[config.mk]
export PLATFORM = sky130hd
export DESIGN_NAME = adc_sample_averager_flat
export DESIGN_NICKNAME = d
export VERILOG_FILES = /design/src/rtl/adc_sample_averager_if.sv /design/src/rtl/adc_sample_averager.sv /design/src/flat_wrapper.sv
export SDC_FILE = /design/constraint.sdc
export NUM_CORES = 1
export LEC_CHECK = 0
export CORE_UTILIZATION = 35
export CTS_CLUSTER_DIAMETER = 150
export CTS_CLUSTER_SIZE = 40
export DETAILED_ROUTE_END_ITERATION = 10
export PLACE_DENSITY = 0.7
export SYNTH_ARGS = -nofsm -noshare
export SYNTH_HDL_FRONTEND = slang
export SYNTH_SLANG_ARGS = --single-unit
[constraint.sdc]
create_clock -name clk -period 1.73 [get_ports clk]
set_clock_uncertainty 0.1 [all_clocks]
set_input_delay 0.173 -clock clk [delete_from_list [all_inputs] [get_ports clk]]
set_output_delay 0.173 -clock clk [all_outputs]
set_load 0.1 [all_outputs]
[src/rtl/adc_sample_averager_if.sv]
// adc_sample_averager_if
// Groups the sample input stream and the averaged-result handshake that pass
// between the ADC capture path, the averager and the downstream consumer.
//   in_valid  : single-cycle pulse, in_data holds a new conversion
//   in_data   : WIDTH-bit conversion value
//   out_valid : out_data holds an unconsumed average
//   out_ready : consumer takes out_data this cycle when out_valid=1
//   out_data  : WIDTH-bit averaged result
// Modports:
//   master : environment side (drives samples and ready, observes results)
//   slave  : averager side (consumes samples and ready, drives results)
interface adc_sample_averager_if #(
    parameter int WIDTH = 8
);
    logic             in_valid;
    logic [WIDTH-1:0] in_data;
    logic             out_valid;
    logic             out_ready;
    logic [WIDTH-1:0] out_data;

    modport master (
        output in_valid,
        output in_data,
        output out_ready,
        input  out_valid,
        input  out_data
    );

    modport slave (
        input  in_valid,
        input  in_data,
        input  out_ready,
        output out_valid,
        output out_data
    );
endinterface

[src/rtl/adc_sample_averager.sv]
// adc_sample_averager
// Averages each block of 2^LOG2_N accepted ADC conversions into one result and
// offers it on a valid/ready handshake. Results that complete while the output
// slot is still held by the consumer are dropped and counted.
// Ports:
//   clk           : system clock, rising edge
//   rst           : synchronous active-low reset
//   en            : sample accept enable (partial sum held while 0)
//   clr           : clears the partial accumulation only
//   bus           : sample input stream and result handshake (slave side)
//   fill_count    : samples accumulated in the current block
//   overrun_count : saturating count of dropped results
module adc_sample_averager #(
    parameter int WIDTH     = 8,
    parameter int LOG2_N    = 2,
    parameter int OVR_WIDTH = 8,
    localparam int FILL_W   = (LOG2_N > 0) ? LOG2_N : 1
) (
    input  logic                   clk,
    input  logic                   rst,
    input  logic                   en,
    input  logic                   clr,
    adc_sample_averager_if.slave   bus,
    output logic [FILL_W-1:0]      fill_count,
    output logic [OVR_WIDTH-1:0]   overrun_count
);

    localparam int ACC_W = WIDTH + LOG2_N;
    localparam int N     = 1 << LOG2_N;

    typedef enum logic {
        EMPTY = 1'b0,
        FULL  = 1'b1
    } state_t;

    state_t           state_q;
    state_t           state_d;
    logic [ACC_W-1:0] acc;
    logic [ACC_W-1:0] sum;
    logic [ACC_W-1:0] shifted;
    logic [WIDTH-1:0] result;
    logic [WIDTH-1:0] out_data_q;
    logic             accept;
    logic             complete;
    logic             load;
    logic             drop;

    // clr wins over a coincident pulse, so a cleared cycle never accepts.
    assign accept   = en && bus.in_valid && !clr;
    // With LOG2_N=0 fill_count never leaves 0, so every accepted sample completes.
    assign complete = accept && (fill_count == FILL_W'(N - 1));
    assign sum      = acc + ACC_W'(bus.in_data);
    assign shifted  = sum >> LOG2_N;
    assign result   = shifted[WIDTH-1:0];

    assign bus.out_valid = (state_q == FULL);
    assign bus.out_data  = out_data_q;

    // Output slot control: a completion with the slot being drained in the
    // same cycle reloads it directly, so there is no bubble and no overrun.
    always_comb begin
        state_d = state_q;
        load    = 1'b0;
        drop    = 1'b0;
        case (state_q)
            EMPTY: begin
                if (complete) begin
                    state_d = FULL;
                    load    = 1'b1;
                end
            end
            FULL: begin
                if (complete) begin
                    if (bus.out_ready) begin
                        load = 1'b1;
                    end else begin
                        drop = 1'b1;
                    end
                end else if (bus.out_ready) begin
                    state_d = EMPTY;
                end
            end
            default: state_d = EMPTY;
        endcase
    end

    always_ff @(posedge clk) begin
        if (!rst) begin
            state_q       <= EMPTY;
            acc           <= '0;
            fill_count    <= '0;
            out_data_q    <= '0;
            overrun_count <= '0;
        end else begin
            state_q <= state_d;

            if (clr || complete) begin
                acc        <= '0;
                fill_count <= '0;
            end else if (accept) begin
                acc        <= sum;
                fill_count <= fill_count + FILL_W'(1);
            end

            if (load) begin
                out_data_q <= result;
            end

            if (drop && (overrun_count != {OVR_WIDTH{1'b1}})) begin
                overrun_count <= overrun_count + OVR_WIDTH'(1);
            end
        end
    end

endmodule

[src/flat_wrapper.sv]
// flat-port wrapper written by rule: the top's interface ports become plain ports
module adc_sample_averager_flat 
#(
    parameter int WIDTH     = 8,
    parameter int LOG2_N    = 2,
    parameter int OVR_WIDTH = 8,
    localparam int FILL_W   = (LOG2_N > 0) ? LOG2_N : 1
)
  (clk, rst, en, clr, fill_count, overrun_count, bus_in_valid, bus_in_data, bus_out_ready, bus_out_valid, bus_out_data);
  adc_sample_averager_if #(.WIDTH(WIDTH)) bus_i ();
  input  logic clk;
  input  logic rst;
  input  logic en;
  input  logic clr;
  output logic [FILL_W-1:0] fill_count;
  output logic [OVR_WIDTH-1:0] overrun_count;
  input wire logic [$bits(bus_i.in_valid)-1:0] bus_in_valid;
  input wire logic [$bits(bus_i.in_data)-1:0] bus_in_data;
  input wire logic [$bits(bus_i.out_ready)-1:0] bus_out_ready;
  output wire logic [$bits(bus_i.out_valid)-1:0] bus_out_valid;
  output wire logic [$bits(bus_i.out_data)-1:0] bus_out_data;
  assign bus_i.in_valid = bus_in_valid;
  assign bus_i.in_data = bus_in_data;
  assign bus_i.out_ready = bus_out_ready;
  assign bus_out_valid = bus_i.out_valid;
  assign bus_out_data = bus_i.out_data;
  adc_sample_averager #(.WIDTH(WIDTH), .LOG2_N(LOG2_N), .OVR_WIDTH(OVR_WIDTH)) u_core (.clk(clk), .rst(rst), .en(en), .clr(clr), .bus(bus_i), .fill_count(fill_count), .overrun_count(overrun_count));
endmodule
==> results of run 1 <==
==> worst register-to-register path, cell delays in order, from the launching register on <==
cell and delay (ns):
dfxtp_2 0.35, ha_4 0.13, inv_2 0.03, fa_2 0.36
nor2b_4 0.19, o21ai_1 0.09, a21oi_1 0.24, nand2_1 0.09
a21oi_1 0.13
==> layer usage <==
metal	vias up	GRT usage [%]	part of all wire (%)
met2	42	35.0	50
li1	824	-	-
met5	-	0	0
met1	755	22.4	44
met3	7	5.38	4.2
met4	0	8.22	2.0
==> cell usage in the layout (no fill, tap or decap), types with 3 or more instances in the layout <==
| master | count |
|---|---|
| a21oi_1 | 15 |
| buf_12 | 19 |
| buf_4 | 35 |
| clkbuf_8 | 5 |
| clkdlybuf4s50_1 | 7 |
| dfxtp_1 | 11 |
| dfxtp_2 | 8 |
| dfxtp_4 | 10 |
| dlygate4sd2_1 | 4 |
| ha_4 | 8 |
| inv_1 | 6 |
| mux2i_1 | 3 |
| nand2_1 | 32 |
| nand3_1 | 7 |
| nor2_1 | 14 |
| nor2b_1 | 3 |
| nor3_1 | 6 |
| or3_1 | 3 |
| xnor2_1 | 7 |
| xor2_1 | 4 |
==> per-stage QoR <==
step / power (uW) / util (%) / TNS (ns) / setup WS [ns] / cell area, um2
final: 1430 / 63.5 / -0.112 / -0.0431 / 2780
after global routing: 1500 / 63.5 / -0.740 / -0.155 / 2780
after CTS: 1420 / 61.1 / -0.0574 / -0.0212 / 2680
after detailed placement: 844 / 56.5 / -6.27 / -0.456 / 2480
after global placement: 841 / 56.5 / -5.66 / -0.449 / 2480
after floorplan: 758 / - / -0.0193 / -0.0193 / 1710
==> how the worst max path moves through the flow <==
stage / start / endpoint / slack, ns / cells past startpoint
finish: u_core.acc[0] / u_core.acc[4] / -0.04 / 8
floorplan: u_core.acc[0] / u_core.acc[8] / -0.02 / 8
CTS: u_core.acc[2] / u_core.bus.out_data[5] / -0.02 / 6
global placement: bus_in_data[1] / u_core.bus.out_data[5] / -0.45 / 6
detailed placement: bus_in_data[1] / u_core.bus.out_data[5] / -0.46 / 6
global route: u_core.acc[0] / u_core.bus.out_data[2] / -0.15 / 8
==> flip-flops by register name, summed over array words and instances, names as in the netlist <==
signal	flops
u_core.bus.out_valid	1
u_core.overrun_count	8
u_core.bus.out_data	8
u_core.fill_count	2
u_core.acc	10
==> logic make-up (layout without fill, tap and decap cells) <==
family                   count (synthesis)  after routing  share of synthesized area [%]
buffers and inverters                   14             83                           3.73
XOR/XNOR                                11             11                           5.99
adder cells (fa/ha/maj)                 11             11                           9.02
AND/OR/NAND/NOR                         86             86                           25.3
multiplexers                             3              3                           1.87
flip-flops                              29             29                           36.1
AO/OA/AOI/OAI                           41             41                           18.0
==> power by group through the flow <==
| stage | combinational [uW] | sequential, uW | clock, uW |
|---|---|---|---|
| 3_3_place_gp | 167 | 674 | 0 |
| 4_1_cts | 192 | 659 | 569 |
| 3_5_place_dp | 170 | 674 | 0 |
| 6_report | 212 | 660 | 554 |
| 2_1_floorplan | 80.4 | 678 | 0 |
| 5_1_grt | 229 | 660 | 608 |
==> repair_timing <==
item                                   in CTS  in global routing
endpoints found under the hold margin       0                  0
buffers inserted                            5                  0
pin swaps                                  15                 19
hold buffers                                0                  0
setup endpoints to repair                  10                 12
resized for setup                          20                 21
==> final cells by class <==
| type | instances | area (um2) |
|---|---|---|
| fill | 364 | 1600 |
| multi-input combinational | 152 | 1200 |
| timing repair buffer | 67 | 773 |
| sequential | 29 | 628 |
| clock buffer | 5 | 68.8 |
| tap | 52 | 65.1 |
| inverter | 8 | 30.0 |
| clock inverter | 3 | 17.5 |
==> flow_metrics.env, run 1 <==
export IMPL_status="finished, violations left"
export IMPL_violations="negative setup slack"
export IMPL_yosysMostFrequentCell="nand2_1"
export IMPL_power_frac_clock_pct=38.8
export IMPL_tightest_slew_ns=0.374
export IMPL_cts_tree="done"
export IMPL_antenna_found_initial=0
export IMPL_grt_overflow=0
export IMPL_wl_per_cell_um=14.2
export IMPL_start_util_pct=36.7
export IMPL_cts_root_buf="clkbuf_8"
export IMPL_syn_nets=220
export IMPL_min_path_cells=4
export IMPL_netlist_instances=195
export IMPL_grt_pass1_vias=1699
export IMPL_peakVddDrop_v=0.000630
export IMPL_intPower_uw=1040
export IMPL_max_stage_delay_ns=0.36
export IMPL_nNetsFinal=288
export IMPL_gp_congestion=0.859
export IMPL_hold_viol=0
export IMPL_max_freq_ghz=0.564
export IMPL_io_pins=33
export IMPL_die_x_um=69.8
export IMPL_syn2layout_area_growth_pct=73.0
export IMPL_synth_cell_type_count=44
export IMPL_crit_top_cell="a21oi_1"
export IMPL_arrival_ns=1.88
export IMPL_setup_viol=5
export IMPL_grt_max_degree=13
export IMPL_dp_hpwl_um=3270
export IMPL_fp_dieH_um=69.8
export IMPL_drtIter0Drc=52
export IMPL_power_switching_uw=383
export IMPL_post_route_period_util_pct=102
export IMPL_r2r_end="u_core.acc[4]"
export IMPL_clk_latency_ns=0.29
export IMPL_synth_top_area_cell="dfxtp_1"
export IMPL_relSlewSlack_pct=74.7
export IMPL_critPathSlowestCell="fa_2"
export IMPL_ant_nets=0
export IMPL_min_delay_start="bus_in_data[1]"
export IMPL_whs_ns=0.327
export IMPL_slew_viol_final=0
export IMPL_timing_reg2reg_worst_path_depth=8
export IMPL_cts_buffer_depth=2
export IMPL_crit_path_max_fanout=4
export IMPL_cts_clk_slew_worst_paths_ns=0.07
export IMPL_seqPwrFrac_pct=46.3
export IMPL_hold_path_endpoint="u_core.acc[1]"
export IMPL_required_ns=1.84
export IMPL_cap_violations=0
export IMPL_core_mm2=0.00438
export IMPL_wirelength_um=4490
export IMPL_worstReg2RegStart="u_core.acc[0]"
export IMPL_synth_seq_cells=29
export IMPL_worstSetupEndpointType="flip-flop"
export IMPL_drt_vias_per_instance=5.15
export IMPL_synthTopCellsByCount="nand2_1, dfxtp_1, a21oi_1, nor2_1, ha_1"
export IMPL_dp_cells=303
export IMPL_grt_pass1_wl_um=7590
export IMPL_drive_above_1_share_pct=41.3
export IMPL_cts_buffers_inserted=5
export IMPL_dr_total_vias=1628
export IMPL_grt_usage_pct=19.9
export IMPL_hold_class="in2reg"
export IMPL_synth_edff_count=0
export IMPL_syn_area_mm2=0.00161
export IMPL_yosysTopAreaCellShare_pct=36.1
export IMPL_critPathTopFamily="adder cells"
export IMPL_rows=24
export IMPL_power_density_mw_per_mm2=512
export IMPL_drc=0
export IMPL_synth_top_flop_cell="dfxtp_1"
export IMPL_crit_buf_inv=1
export IMPL_swShare_pct=26.9
export IMPL_die_area_mm2=0.00487
export IMPL_ys_async_sr_fraction_pct=0
export IMPL_worstPathCellList="ha_4 > inv_2 > fa_2 > nor2b_4 > o21ai_1 > a21oi_1 > nand2_1 > a21oi_1"
export IMPL_comb_power_share_pct=14.9
export IMPL_syn_area_per_cell_um2=8.25
export IMPL_min_period_ns=1.77
export IMPL_r2r_slack_ns=-0.04
export IMPL_firstDrtPassIters=4
export IMPL_htreeDepth=2
export IMPL_cp_start_kind="flip-flop"
export IMPL_io_buffers=32
export IMPL_cts_sinks=29
export IMPL_fin_ws_ns=-0.0431
export IMPL_p_leak_uw=0.00105
export IMPL_antenna_cells=0
export IMPL_crit_type="reg2reg"
export IMPL_synth_area_leaders="dfxtp_1, nand2_1, ha_1, a21oi_1, xnor2_1"
export IMPL_ys_warn_count=0
export IMPL_rsz0062_at_grt="true"
export IMPL_finalNonFillerCells=316
export IMPL_yosysSeqAreaShare_pct=36.1
(Power assumes the default switching activity.)
==> run 2, diff against run 1 <==
Settings changed: PLACE_DENSITY 0.7 to 0.68.
Clock period 1.73 ns to 2.1 ns, I/O delays scaled along.
==> run 2 against run 1 <==
  * The run now ends clean
  * First-iteration DRC count up 27%
  * Critical path type is now in2reg
  * Global-route usage shrank 3.2 points
  * Power shrank 21%
  * Worst setup slack improved by 0.19 ns
  * Routed wire length fell by 14%
  * Flip-flop and latch count did not move
  * Final area shrank 23%
  * Critical endpoint is now u_core.bus.out_data[5]
  * Clock power shrank 19%
  * Largest cell class unchanged
  * Combinational power down 39%
==> flow_metrics.env, run 2 (synthesis results as in run 1) <==
export IMPL_status="complete, no violations"
export IMPL_hold_viol=0
export IMPL_nNetsFinal=271
export IMPL_whs_ns=0.356
export IMPL_crit_buf_inv=1
export IMPL_cts_hold_buf=0
export IMPL_max_stage_delay_ns=0.43
export IMPL_dp_hpwl_um=2900
export IMPL_gp_congestion=0.862
export IMPL_min_period_ns=1.95
export IMPL_cts_clk_slew_worst_paths_ns=0.06
export IMPL_critPathTopFamily="compound AO/OA/AOI/OAI gates"
export IMPL_final_common_cell="buf_4"
export IMPL_postCtsSetupBuffers=0
export IMPL_drt_vias_per_instance=5.09
export IMPL_start_util_pct=36.7
export IMPL_syn2layout_area_growth_pct=33.6
export IMPL_critPathSlowestCell="clkdlybuf4s50_1"
export IMPL_setup_viol=0
export IMPL_io_buffers=32
export IMPL_firstDrtPassIters=4
export IMPL_cts_sinks=29
export IMPL_cap_violations=0
export IMPL_die_x_um=69.8
export IMPL_cts_buffers_inserted=5
export IMPL_final_util_pct=49.0
export IMPL_hold_class="reg2reg"
export IMPL_arrival_ns=2.02
export IMPL_antenna_cells=0
export IMPL_worstPathCellList="clkdlybuf4s50_1 > ha_1 > a21oi_1 > o2111ai_2 > a21o_1 > a311o_1"
export IMPL_power_density_mw_per_mm2=527
export IMPL_rows=24
export IMPL_relSlewSlack_pct=77.8
export IMPL_clk_latency_ns=0.29
export IMPL_wirelength_um=3860
export IMPL_crit_path_max_fanout=4
export IMPL_p_leak_uw=0.000873
export IMPL_io_pins=33
export IMPL_grt_max_degree=13
export IMPL_cp_start_kind="input pin"
export IMPL_crit_type="in2reg"
export IMPL_place_ws_ns=-0.203
export IMPL_slew_viol_final=0
export IMPL_grt_pass1_wl_um=6300
export IMPL_tightest_slew_ns=0.330
export IMPL_placed_cell_area_mm2=0.00206
export IMPL_cts_root_buf="clkbuf_8"
export IMPL_grt_overflow=0
export IMPL_drtIter0Drc=66
export IMPL_grt_usage_pct=16.6
export IMPL_grt_pass1_vias=1346
export IMPL_fp_dieH_um=69.8
export IMPL_largest_reg_flops=10
export IMPL_drc=0
export IMPL_core_mm2=0.00438
export IMPL_final_design_area_no_fill_mm2=0.00215
export IMPL_mostFrequentLayoutCells="buf_4, nand2_1, dfxtp_1, a21oi_1, nor2_1"
export IMPL_antenna_found_initial=0
export IMPL_worstSetupEndpointType="flip-flop"
export IMPL_peakVddDrop_v=0.000306
export IMPL_cts_buffer_depth=2
export IMPL_die_area_mm2=0.00487
export IMPL_required_ns=2.17
export IMPL_largest_register="u_core.acc"
export IMPL_max_freq_ghz=0.512
export IMPL_wl_per_cell_um=12.9
export IMPL_ant_nets=0
export IMPL_dr_total_vias=1523
export IMPL_htreeDepth=2
export IMPL_fin_ws_ns=0.148
export IMPL_cts_tree="done"
export IMPL_drive_above_1_share_pct=23.5
export IMPL_post_route_period_util_pct=93.0
## run 2: cell types whose count changed in the layout (fill, tap and decap cells not counted), moves of 3 or more
cell             before  now
buf_12               19    0
clkdlybuf4s50_1       7   13
a21oi_1              15   18
ha_1                  2   10
ha_4                  8    0
dlygate4sd2_1         4    0
dfxtp_4              10    0
dfxtp_1              11   19
## run 2: layout make-up
| class | count | area (um2) |
|---|---|---|
| Timing Repair Buffer | 50 | 408 |
| Sequential cell | 29 | 593 |
| Tap cell | 52 | 65.1 |
| Inverter | 8 | 30.0 |
| Clock buffer | 6 | 72.6 |
| Multi-Input combinational cell | 152 | 971 |
| Fill cell | 439 | 2230 |
| Clock inverter | 2 | 10.0 |
## run 2: where the power goes
group	switching (uW)	total, uW	internal, uW	leakage [uW]
combinational	64.5	129	64.3	0.000589
clock	220	450	229	0.0000450
sequential	2.01	555	553	0.000239
total	287	1130	846	0.000873
## run 2: worst min-delay path, stage by stage (launching register included)
cell,delay (ns)
dfxtp_1,0.31
nand2_1,0.05
a21oi_1,0.05
## run 2: path summary, 6_finish.rpt
path	from	to	slack (ns)	cells past startpoint
worst max-delay path	bus_in_data[1]	u_core.bus.out_data[5]	0.15	6
worst min-delay path	u_core.bus.out_data[2]	u_core.bus.out_data[2]	0.36	2
worst max register to register	u_core.acc[1]	u_core.bus.out_data[5]	0.19	5
worst min register to register	u_core.bus.out_data[2]	u_core.bus.out_data[2]	0.36	2
## run 2: repair_timing
| action | CTS | global route |
|---|---|---|
| gates resized for setup | 0 | 1 |
| endpoints found under the setup margin | 0 | 3 |
| hold endpoints to repair | 0 | 0 |
## run 2: through the flow
stage / instances / TNS [ns] / total power [uW]
finish: 299 / 0 / 1130
global route: 299 / -0.0101 / 1190
CTS: 299 / 0 / 1150
detailed placement: 291 / -1.16 / 694
global placement: 291 / -0.805 / 694
floorplan: 195 / 0 / 633
## run 2: routing by layer
layer / up-vias / track usage, % / routed length (um)
met5: - / 0 / 0
met4: 0 / 6.67 / 54
met3: 5 / 5.67 / 205
met2: 36 / 25.7 / 1710
met1: 690 / 21.1 / 1890
li1: 792 / - / -
==> run 3, diff against run 2 <==
Settings changed: ABC_CLOCK_PERIOD_IN_PS set to 2100, SETUP_SLACK_MARGIN set to 0.3.
==> run 3 against run 2 <==
  * Sequential share of layout area shrank 2.6 points
  * Count of clock-buffer cells in the layout grew 1
  * Via count grew 3.3%
  * Final area grew 14%
  * Sequential power shrank 0.9%
  * Clock power grew 33%
  * Hold slack gained 0.0048 ns
  * Critical path depth grew 2
  * Largest cell class unchanged
==> flow_metrics.env, run 3 (synthesis results as in run 1) <==
export IMPL_start_util_pct=36.7
export IMPL_post_route_period_util_pct=86.5
export IMPL_setup_viol=0
export IMPL_drc=0
export IMPL_max_freq_ghz=0.551
export IMPL_cts_tree="done"
export IMPL_htreeDepth=2
export IMPL_dp_hpwl_um=2920
export IMPL_crit_buf_inv=1
export IMPL_wirelength_um=4390
export IMPL_grt_pass1_vias=1488
export IMPL_finalSetupTns_ns=0
export IMPL_final_common_cell="buf_4"
export IMPL_worstReg2RegStart="u_core.acc[0]"
export IMPL_critPathTopFamily="compound AO/OA/AOI/OAI gates"
export IMPL_firstDrtPassIters=4
export IMPL_crit_path_max_fanout=4
export IMPL_required_ns=2.22
export IMPL_power_density_mw_per_mm2=535
export IMPL_cts_buffers_inserted=5
export IMPL_cts_clk_slew_worst_paths_ns=0.06
export IMPL_grt_overflow=0
export IMPL_min_period_ns=1.82
export IMPL_mostFrequentLayoutCells="buf_4, nand2_1, nor2_1, a21oi_1, dfxtp_1"
export IMPL_nNetsFinal=276
export IMPL_fp_dieH_um=69.8
export IMPL_syn2layout_area_growth_pct=52.3
export IMPL_cts_hold_buf=0
export IMPL_gp_congestion=0.778
export IMPL_cts_buffer_depth=2
export IMPL_antenna_found_initial=0
export IMPL_antenna_cells=0
export IMPL_peakVddDrop_v=0.000288
export IMPL_relSlewSlack_pct=74.3
export IMPL_cts_sinks=29
export IMPL_drive_above_1_share_pct=36.5
export IMPL_core_mm2=0.00438
export IMPL_largest_register="u_core.acc"
export IMPL_largest_reg_flops=10
export IMPL_fin_ws_ns=0.284
export IMPL_io_pins=33
export IMPL_dp_cells=289
export IMPL_io_buffers=32
export IMPL_p_leak_uw=0.000943
export IMPL_crit_type="reg2reg"
export IMPL_place_ws_ns=-0.129
export IMPL_grt_max_degree=13
export IMPL_min_delay_start="u_core.bus.out_data[1]"
export IMPL_wl_per_cell_um=14.4
export IMPL_arrival_ns=1.94
export IMPL_worstPathCellList="ha_4 > inv_2 > fa_2 > nor2b_4 > o31a_1 > o311ai_2 > nand2_1 > a21oi_2"
export IMPL_hold_viol=0
export IMPL_final_util_pct=55.9
export IMPL_die_area_mm2=0.00487
export IMPL_drt_vias_per_instance=5.18
export IMPL_grt_usage_pct=18.3
export IMPL_startpoint="u_core.acc[0]"
export IMPL_hold_class="reg2reg"
export IMPL_max_stage_delay_ns=0.34
export IMPL_status="complete, no violations"
export IMPL_placed_cell_area_mm2=0.00207
export IMPL_cts_root_buf="clkbuf_8"
export IMPL_slew_viol_final=0
export IMPL_rows=24
export IMPL_rsz0062_at_grt="true"
export IMPL_critPathSlowestCell="dfxtp_2"
export IMPL_final_design_area_no_fill_mm2=0.00245
export IMPL_clk_latency_ns=0.28
export IMPL_cap_violations=0
export IMPL_die_x_um=69.8
export IMPL_tightest_slew_ns=0.380
export IMPL_worstSetupEndpointType="flip-flop"
export IMPL_ant_nets=0
export IMPL_cp_start_kind="flip-flop"
export IMPL_dr_total_vias=1574
export IMPL_grt_pass1_wl_um=6930
export IMPL_drtIter0Drc=31
export IMPL_finalNonFillerCells=304
run 3: cell types whose count changed in the layout (fill, tap and decap cells not counted), sizes merged:
| cell | delta |
|---|---|
| bufinv | +1 |
| clkinv | -2 |
| dlymetal6s2s | +1 |
| clkdlybuf4s50 | -5 |
| buf | +5 |
| clkbuf | +1 |
| dlygate4sd2 | +4 |
run 3: final cells by class:
| class | count | area, um2 |
|---|---|---|
| Clock inverter | 1 | 30.0 |
| Fill cell | 390 | 1930 |
| Sequential cell | 29 | 612 |
| Inverter | 8 | 30.0 |
| Clock buffer | 7 | 86.3 |
| Tap cell | 52 | 65.1 |
| Timing Repair Buffer | 55 | 443 |
| Multi-Input combinational cell | 152 | 1180 |
run 3: per-stage QoR:
step                      total power [uW]  hold slack, ns
after global placement                 684           0.347
final                                 1310           0.361
after CTS                             1310           0.362
after detailed placement               684           0.352
after global routing                  1370           0.388
after floorplan                        628           0.307
run 3: path summary, 6_finish.rpt:
| path | cells past startpoint | endpoint | slack, ns |
|---|---|---|---|
| max | 8 | u_core.acc[6] | 0.28 |
| min | 2 | u_core.bus.out_data[1] | 0.36 |
| max reg2reg | 8 | u_core.acc[6] | 0.28 |
| min reg2reg | 2 | u_core.bus.out_data[1] | 0.36 |
run 3: where the power goes:
part | leakage (uW) | switching [uW] | total, uW | internal (uW)
clock network | 0.0000585 | 210 | 597 | 386
logic | 0.000642 | 82.7 | 165 | 82.1
registers | 0.000243 | 3.00 | 550 | 547
run 3: timing repair:
action                                  4_1_cts  5_1_grt
setup buffers                                 4        3
endpoints found under the setup margin       11       13
gates resized for setup                      28       16
pin swaps                                    18       13
run 3: worst register-to-register path: stages (launching register included):
cell,delay (ns)
dfxtp_2,0.34
ha_4,0.16
inv_2,0.04
fa_2,0.22
nor2b_4,0.06
o31a_1,0.28
o311ai_2,0.31
nand2_1,0.12
a21oi_2,0.12
run 3: layer usage:
layer / vias to the layer above / share of wire [%] / GRT usage [%]
met2: 39 / 47 / 27.8
met4: 0 / 2.5 / 8.22
li1: 804 / - / -
met5: - / 0 / 0
met1: 721 / 47 / 24.2
met3: 10 / 4.0 / 5.09
